### config.mk
export PLATFORM = sky130hd
export DESIGN_NAME = status_register_unit_flat
export DESIGN_NICKNAME = d
export VERILOG_FILES = /design/src/rtl/arm_pkg.sv /design/src/rtl/status_register_unit_if.sv /design/src/rtl/status_register_unit_flag_pending_tracker.sv /design/src/rtl/status_register_unit.sv /design/src/flat_wrapper.sv
export SDC_FILE = /design/constraint.sdc
export NUM_CORES = 1
export LEC_CHECK = 0
export ABC_AREA = 1
export ABC_CLOCK_PERIOD_IN_PS = 1000
export BUFFER_PORTS_ARGS = -buffer_cell sky130_fd_sc_hd__buf_2
export CORE_UTILIZATION = 38
export CTS_CLUSTER_SIZE = 10
export DETAILED_ROUTE_END_ITERATION = 12
export PLACE_DENSITY = 0.82
export SLEW_MARGIN = 0
export SYNTH_ARGS = -nofsm -noshare
export SYNTH_HDL_FRONTEND = slang
export SYNTH_SLANG_ARGS = --single-unit
export TNS_END_PERCENT = 5
### constraint.sdc
create_clock -name clk -period 1 [get_ports clk]
set_clock_uncertainty 0.15 [all_clocks]
set_input_delay 0.05 -clock clk [delete_from_list [all_inputs] [get_ports clk]]
set_output_delay 0.05 -clock clk [all_outputs]
set_load 0.01 [all_outputs]
### src/rtl/arm_pkg.sv
// Shared flag-layout definitions for the status register block and its neighbours.
// Flags are held as {N,Z,C,V}, with N in the most significant bit.
package arm_pkg;

    localparam int FLAG_N = 3;
    localparam int FLAG_Z = 2;
    localparam int FLAG_C = 1;
    localparam int FLAG_V = 0;

    localparam logic [3:0] COND_AL = 4'd14;

    typedef logic [3:0] flags_t;

endpackage

### src/rtl/status_register_unit_if.sv
// Signal bundle between the pipeline and the status register unit.
// The master modport drives the pipeline side; the slave modport is the unit itself.
interface status_register_unit_if;
    import arm_pkg::*;

    logic   ex_valid;
    logic   ex_s_bit;
    flags_t ex_flags;
    logic   id_issue;
    logic   id_sets_flags;
    logic   id_cond_used;
    logic   freeze;
    logic   flush;
    logic   exc_entry;
    logic   exc_return;
    flags_t sr;
    flags_t spsr;
    logic   flag_hazard;

    modport master (
        output ex_valid, ex_s_bit, ex_flags, id_issue, id_sets_flags, id_cond_used,
        output freeze, flush, exc_entry, exc_return,
        input  sr, spsr, flag_hazard
    );

    modport slave (
        input  ex_valid, ex_s_bit, ex_flags, id_issue, id_sets_flags, id_cond_used,
        input  freeze, flush, exc_entry, exc_return,
        output sr, spsr, flag_hazard
    );

endinterface

### src/rtl/status_register_unit_flag_pending_tracker.sv
// Shift register of in-flight flag setters between ID and EX.
// Bit k set means a setter is k+1 stages past ID; the top bit is the EX stage.
module flag_pending_tracker #(
    parameter int DEPTH = 2
) (
    input  logic             clk,
    input  logic             rst_n,
    input  logic             freeze,
    input  logic             clear,
    input  logic             shift_in,
    output logic [DEPTH-1:0] pend
);

    logic [DEPTH-1:0] pend_reg;
    logic [DEPTH-1:0] pend_next;

    generate
        for (genvar gi = 0; gi < DEPTH; gi++) begin : g_stage
            if (gi == 0) begin : g_head
                assign pend_next[gi] = shift_in;
            end else begin : g_tail
                assign pend_next[gi] = pend_reg[gi-1];
            end
        end
    endgenerate

    // A clear (flush or exception entry) wins over freeze.
    always_ff @(posedge clk or negedge rst_n) begin
        if (!rst_n) begin
            pend_reg <= '0;
        end else if (clear) begin
            pend_reg <= '0;
        end else if (!freeze) begin
            pend_reg <= pend_next;
        end
    end

    assign pend = pend_reg;

endmodule

### src/rtl/status_register_unit.sv
// Architectural NZCV flags with SPSR shadow and flag-hazard detection for decode.
// Optional FLAG_FWD_EN: bypass EX flags straight to sr and stop stalling on the EX-stage writer.
module status_register_unit
    import arm_pkg::*;
#(
    parameter int PIPE_DEPTH = 2
) (
    input  logic                  clk,
    input  logic                  rst_n,
    status_register_unit_if.slave bus
);

    logic   wr;
    logic   ret_eff;
    flags_t sr_reg;
    flags_t sr_next;
    flags_t spsr_reg;
    flags_t spsr_next;
    logic   shift_in;
    logic   hazard;
    logic [PIPE_DEPTH-1:0] pend;

`ifdef FLAG_FWD_EN
    // The EX-stage writer is covered by the bypass, so only younger setters stall.
    localparam logic [PIPE_DEPTH-1:0] HAZARD_MASK = {1'b0, {(PIPE_DEPTH-1){1'b1}}};
`else
    localparam logic [PIPE_DEPTH-1:0] HAZARD_MASK = {PIPE_DEPTH{1'b1}};
`endif

    assign wr      = bus.ex_valid & bus.ex_s_bit & ~bus.freeze;
    // Entry and return in the same cycle: the entry wins and the return is dropped.
    assign ret_eff = bus.exc_return & ~bus.exc_entry;

    always_comb begin
        sr_next = sr_reg;
        if (ret_eff) begin
            sr_next = spsr_reg;
        end else if (wr) begin
            sr_next = bus.ex_flags;
        end
    end

    always_comb begin
        spsr_next = spsr_reg;
        if (bus.exc_entry) begin
            spsr_next = wr ? bus.ex_flags : sr_reg;
        end
    end

    always_ff @(posedge clk or negedge rst_n) begin
        if (!rst_n) begin
            sr_reg   <= '0;
            spsr_reg <= '0;
        end else begin
            sr_reg   <= sr_next;
            spsr_reg <= spsr_next;
        end
    end

    assign hazard   = bus.id_cond_used & (|(pend & HAZARD_MASK));
    assign shift_in = bus.id_issue & bus.id_sets_flags & ~hazard;

    flag_pending_tracker #(
        .DEPTH (PIPE_DEPTH)
    ) u_tracker (
        .clk      (clk),
        .rst_n    (rst_n),
        .freeze   (bus.freeze),
        .clear    (bus.flush | bus.exc_entry),
        .shift_in (shift_in),
        .pend     (pend)
    );

`ifdef FLAG_FWD_EN
    assign bus.sr = (wr & ~ret_eff) ? bus.ex_flags : sr_reg;
`else
    assign bus.sr = sr_reg;
`endif
    assign bus.spsr        = spsr_reg;
    assign bus.flag_hazard = hazard;

endmodule

### src/flat_wrapper.sv
// flat-port wrapper written by rule: the top's interface ports become plain ports
module status_register_unit_flat import arm_pkg::*;
#(
    parameter int PIPE_DEPTH = 2
)
  (clk, rst_n, bus_ex_valid, bus_ex_s_bit, bus_ex_flags, bus_id_issue, bus_id_sets_flags, bus_id_cond_used, bus_freeze, bus_flush, bus_exc_entry, bus_exc_return, bus_sr, bus_spsr, bus_flag_hazard);
  status_register_unit_if bus_i ();
  input  logic clk;
  input  logic rst_n;
  input wire logic [$bits(bus_i.ex_valid)-1:0] bus_ex_valid;
  input wire logic [$bits(bus_i.ex_s_bit)-1:0] bus_ex_s_bit;
  input wire logic [$bits(bus_i.ex_flags)-1:0] bus_ex_flags;
  input wire logic [$bits(bus_i.id_issue)-1:0] bus_id_issue;
  input wire logic [$bits(bus_i.id_sets_flags)-1:0] bus_id_sets_flags;
  input wire logic [$bits(bus_i.id_cond_used)-1:0] bus_id_cond_used;
  input wire logic [$bits(bus_i.freeze)-1:0] bus_freeze;
  input wire logic [$bits(bus_i.flush)-1:0] bus_flush;
  input wire logic [$bits(bus_i.exc_entry)-1:0] bus_exc_entry;
  input wire logic [$bits(bus_i.exc_return)-1:0] bus_exc_return;
  output wire logic [$bits(bus_i.sr)-1:0] bus_sr;
  output wire logic [$bits(bus_i.spsr)-1:0] bus_spsr;
  output wire logic [$bits(bus_i.flag_hazard)-1:0] bus_flag_hazard;
  assign bus_i.ex_valid = bus_ex_valid;
  assign bus_i.ex_s_bit = bus_ex_s_bit;
  assign bus_i.ex_flags = bus_ex_flags;
  assign bus_i.id_issue = bus_id_issue;
  assign bus_i.id_sets_flags = bus_id_sets_flags;
  assign bus_i.id_cond_used = bus_id_cond_used;
  assign bus_i.freeze = bus_freeze;
  assign bus_i.flush = bus_flush;
  assign bus_i.exc_entry = bus_exc_entry;
  assign bus_i.exc_return = bus_exc_return;
  assign bus_sr = bus_i.sr;
  assign bus_spsr = bus_i.spsr;
  assign bus_flag_hazard = bus_i.flag_hazard;
  status_register_unit #(.PIPE_DEPTH(PIPE_DEPTH)) u_core (.clk(clk), .rst_n(rst_n), .bus(bus_i));
endmodule
* After elaboration in Yosys (flattened, before gate mapping) *
Index checks and enable logic that the tools add are counted.

word-level totals
  bits in registers = 10
  input bits = 15
  output and inout port bits = 9
  logic and storage cells = 19

cells by class
  eq/ne operators = 1
  mux-type cells = 4
  bitwise logic cells = 10
  reductions and logical operators = 1

operator list
  cell                                                                      number
  4-bit 2-to-1 mux                                                          2
  1-bit AND                                                                 6
  2-bit 2-to-1 mux                                                          2
  1-bit inverter                                                            3
  2-bit by 1-bit inequality test with 1-bit output (second input constant)  1
  2-bit OR reduction                                                        1
  1-bit OR                                                                  1

* Logic depth before layout (Yosys ltp) *
  depth after elaboration = 6
  mapped depth = 5
  mapped depth without buffers = 5

* Modules after synthesis *
From an unflattened synthesis, not the netlist that was laid out.

unflattened totals
  cells, all modules = 69
  area total of the unflattened synthesis = 514.2 µm²

modules (own cells, without submodules)
  module                instances  cells each  area an instance (µm²)  sequential area each (µm²)
  status_register_unit  1          59          429.2                   200.2
  flag_pending_tracker  1          10          85.1                    50.0

* Worst setup path before layout *
OpenSTA, ideal clock, no wires.

  path type = register -> register
  from = register u_core.u_tracker.pend_reg[1], in the netlist u_core.u_tracker.pend[1]
  to = register u_core.u_tracker.pend_reg[0], in the netlist u_core.u_tracker.pend[0]
  library setup time = 77 ps
  data arrival time = 715 ps
  required time = 773 ps
  path slack = 58 ps
  cell stages (with the launch flop) = 4
  path through = dfrtp_1 > o21ai_0 > nand2_1 > a21oi_1

between the ends
  word-level cells in the longest chain between the ends = 6

ends and longest elaborated chain
  item                      line                                             text
  start: declaration        status_register_unit_flag_pending_tracker.sv:14  logic [DEPTH-1:0] pend_reg;
  start signal: assignment  status_register_unit_flag_pending_tracker.sv:34  pend_reg <= pend_next;
  2-bit OR reduction        status_register_unit.sv:60                       assign hazard = bus.id_cond_used & (|(pend & HAZARD_MASK));
  1-bit AND                 status_register_unit.sv:60
  1-bit inverter            status_register_unit.sv:61                       assign shift_in = bus.id_issue & bus.id_sets_flags & ~hazard;
  1-bit AND                 status_register_unit.sv:61
  2-bit 2-to-1 mux          status_register_unit_flag_pending_tracker.sv:33  end else if (!freeze) begin
  2-bit 2-to-1 mux          status_register_unit_flag_pending_tracker.sv:31  end else if (clear) begin

Every way passes these cells. The select of a mux whose other input is x is not followed.
A chain may end at the register's enable or synchronous reset.

* Final worst setup path *
  from = register u_core.u_tracker.pend_reg[1], in the netlist u_core.u_tracker.pend[1]
  to = output bus_flag_hazard

between the ends
  word-level cells in the longest chain between the ends = 2

ends and longest elaborated chain
  item                line                        text
  2-bit OR reduction  status_register_unit.sv:60
  1-bit AND           status_register_unit.sv:60
  end: declaration    flat_wrapper.sv:22          output wire logic [$bits(bus_i.flag_hazard)-1:0] bus_flag_hazard;

Every way passes these cells.

==> results.cfg <==
[cells_and_area]
final_cell_area_um2 = 784.5
nets = 121
antenna_cells = 0
final_cells = 119
drive_gt1_share_pct = 32.38
syn_to_final_growth_pct = 58.73
multi_input_area_um2 = 203.9
postLayoutCoreUtil_pct = 67.86
fillers = 103
register_area_um2 = 250.2

[yosys]
ys_top_cells_by_area = dfrtp_1 51%, nand2_1 21%, nand3_1 9.1%
synth_top_area_share_pct = 50.63
yosysWarnings = 0
netlist_area_um2 = 494.2
synthCells = 68
seq_area_frac_synth_pct = 50.63
ys_ff_latch = 10
synthDistinctLibCells = 10
syn_area_per_cell_um2 = 7.268
yosysTopAreaCell = dfrtp_1
synth_nets = 83

[power_and_ir_drop]
finalPower_mw = 1.187
leakage_nw = 0.4710
power_density_nw_per_um2 = 1513
max-vdd-ir-drop_uv = 1339

[floorplanning]
core_region_area_um2 = 1156
die_y_um = 38.07
start_util_pct = 42.75
dieArea_um2 = 1449
die_w_um = 38.07
rows = 12
ios = 24

[cts]
cts_root_buffer = clkbuf_4
cts_buffers = 3
path_clk_slew_ns = 0.07
clk_latency_ns = 0.27
cts_tree = yes
clockBufferDepth = 2
cts_sinks = 10
htreeDepth = 1
post_cts_buffers = 0
cts_hold_buf = 10

[worst_setup_path]
worst-path-buf-inv = 2
critical_path_class = reg -> out
worstPathCellList = o21ai_2 -> inv_1 -> buf_6
reg2reg_from = u_core.u_tracker.pend[1]
endpoint_kind = primary output
cp_slowest_stage_delay_ns = 0.40
rrSetupSlack_ns = 0.06
critPathLaunchType = register
crit_fanout = 2
cp.required_ns = 0.80
crit_path_top_delay_cell = dfrtp_1
critPathArrivalTime_ns = 1.00
r2r-end = u_core.u_tracker.pend[0]
reg2reg_depth = 3
cp_top_family = flip-flops

[timing]
setup_violations = 10
max_freq_ghz = 0.8348
period_share_pct = 119.8
layout_setup_ws_ns = -0.1980
rsz0062_at_grt = yes
max_slew_margin_pct = 84.77
setup_tns_ns = -1.262
whs_ns = -0.1028
slew_viol_final = 0
tightest_slew_ns = 0.2285
hold_viol_final = 2
fin_crit_ns = 1.198

[place]
dp_cells = 105
portBuffers = 23
placed_area_um2 = 626.9
dp_hpwl_um = 844.4
globalplace.congestion = 0.7702

[hold_path]
whs_path_depth = 4
min_to = u_core.u_tracker.pend[0]
hold_start = bus_id_cond_used
hp-class = in -> reg

[route]
drc = 0
num_vias = 550
wirelength_mm = 1.292
drtIter0Drc = 23
ant_nets = 0
via_per_inst = 4.622
wl_per_cell_um = 10.86
dr.pass1.iters = 4

[grt]
antenna_found_initial = 0
grt_max_degree = 11
grt_pass1_wl_mm = 2.007
grt_usage_pct = 21.31
grt_pass1_vias = 487
overflow = 0

[outcome]
violations = hold timing, setup timing
status = finished with violations

[job]
maxCapViolCount = 0
[metrics by stage]
step | setup slack [ns] | hold slack, ns
6_report | -0.1980 | -0.1028
5_1_grt | -0.2671 | -0.06620
4_1_cts | -0.1972 | -0.08692
3_5_place_dp | -0.0005962 | -0.2259
3_3_place_gp | 0.02863 | -0.2309
2_1_floorplan | 0.05793 | -0.3956
[worst max path at each step]
| stage | startpoint | to | depth (start not counted) |
|---|---|---|---|
| global placement | u_core.u_tracker.pend[1] | u_core.u_tracker.pend[0] | 3 |
| global route | u_core.u_tracker.pend[1] | bus_flag_hazard | 3 |
| detailed placement | u_core.u_tracker.pend[1] | u_core.u_tracker.pend[0] | 3 |
| floorplan | u_core.u_tracker.pend[1] | u_core.u_tracker.pend[0] | 3 |
| CTS | u_core.u_tracker.pend[1] | bus_flag_hazard | 3 |
| finish | u_core.u_tracker.pend[1] | bus_flag_hazard | 3 |
[final cells by class]
type	count	area share, %
Clock buffer	4	4.625
Sequential cell	10	31.90
Timing Repair Buffer	33	29.03
Inverter	13	6.220
Multi-Input combinational cell	45	26.00
Tap cell	14	2.233
[cells in the mapped netlist, drive strengths merged]
cell	number
nand2	28
o21ai	3
nor2	4
inv	13
dfrtp	10
nand3	9
a21oi	1
[worst register-to-register path, stage by stage, from the launching register on]
cell     delay, ns
dfrtp_1       0.40
o21ai_2       0.15
nand2_1       0.06
a21oi_1       0.12
[kinds of logic after synthesis]
group	share of synthesized area, %
compound gates	4.049
buf+inv	9.874
flops	50.63
simple gates	35.44
[power by group]
part	total, mW	switching, mW	internal, mW
clock network	0.369	0.148	0.221
registers	0.506	0.0398	0.466
logic	0.312	0.164	0.148
[per-layer routing]
| metal | vias to the layer above | share of wire [%] | routed length (µm) | global-route usage [%] |
|---|---|---|---|---|
| met2 | 33 | 49 | 628 | 34.32 |
| met4 | 0 | 0.93 | 12 | 8.036 |
| met3 | 4 | 11 | 141 | 8.721 |
| li1 | 278 | - | - | - |
| met1 | 235 | 39 | 509 | 25.09 |
| met5 | - | 0 | 0 | 0 |
[repair_timing]
action | in CTS | in global routing
endpoints found under the hold margin | 20 | 2
cloned | 0 | 0
setup endpoints to repair | 5 | 18
gates resized for setup | 1 | 4
[cell usage in the layout, fill, tap and decap left out, drive strengths merged]
cell and instances:
nand2 28, nand3 9, nor2 4, dlygate4sd3 10
clkbuf 4, o21ai 3, inv 13, buf 23
a21oi 1, dfrtp 10
(Power assumes the default switching activity.)
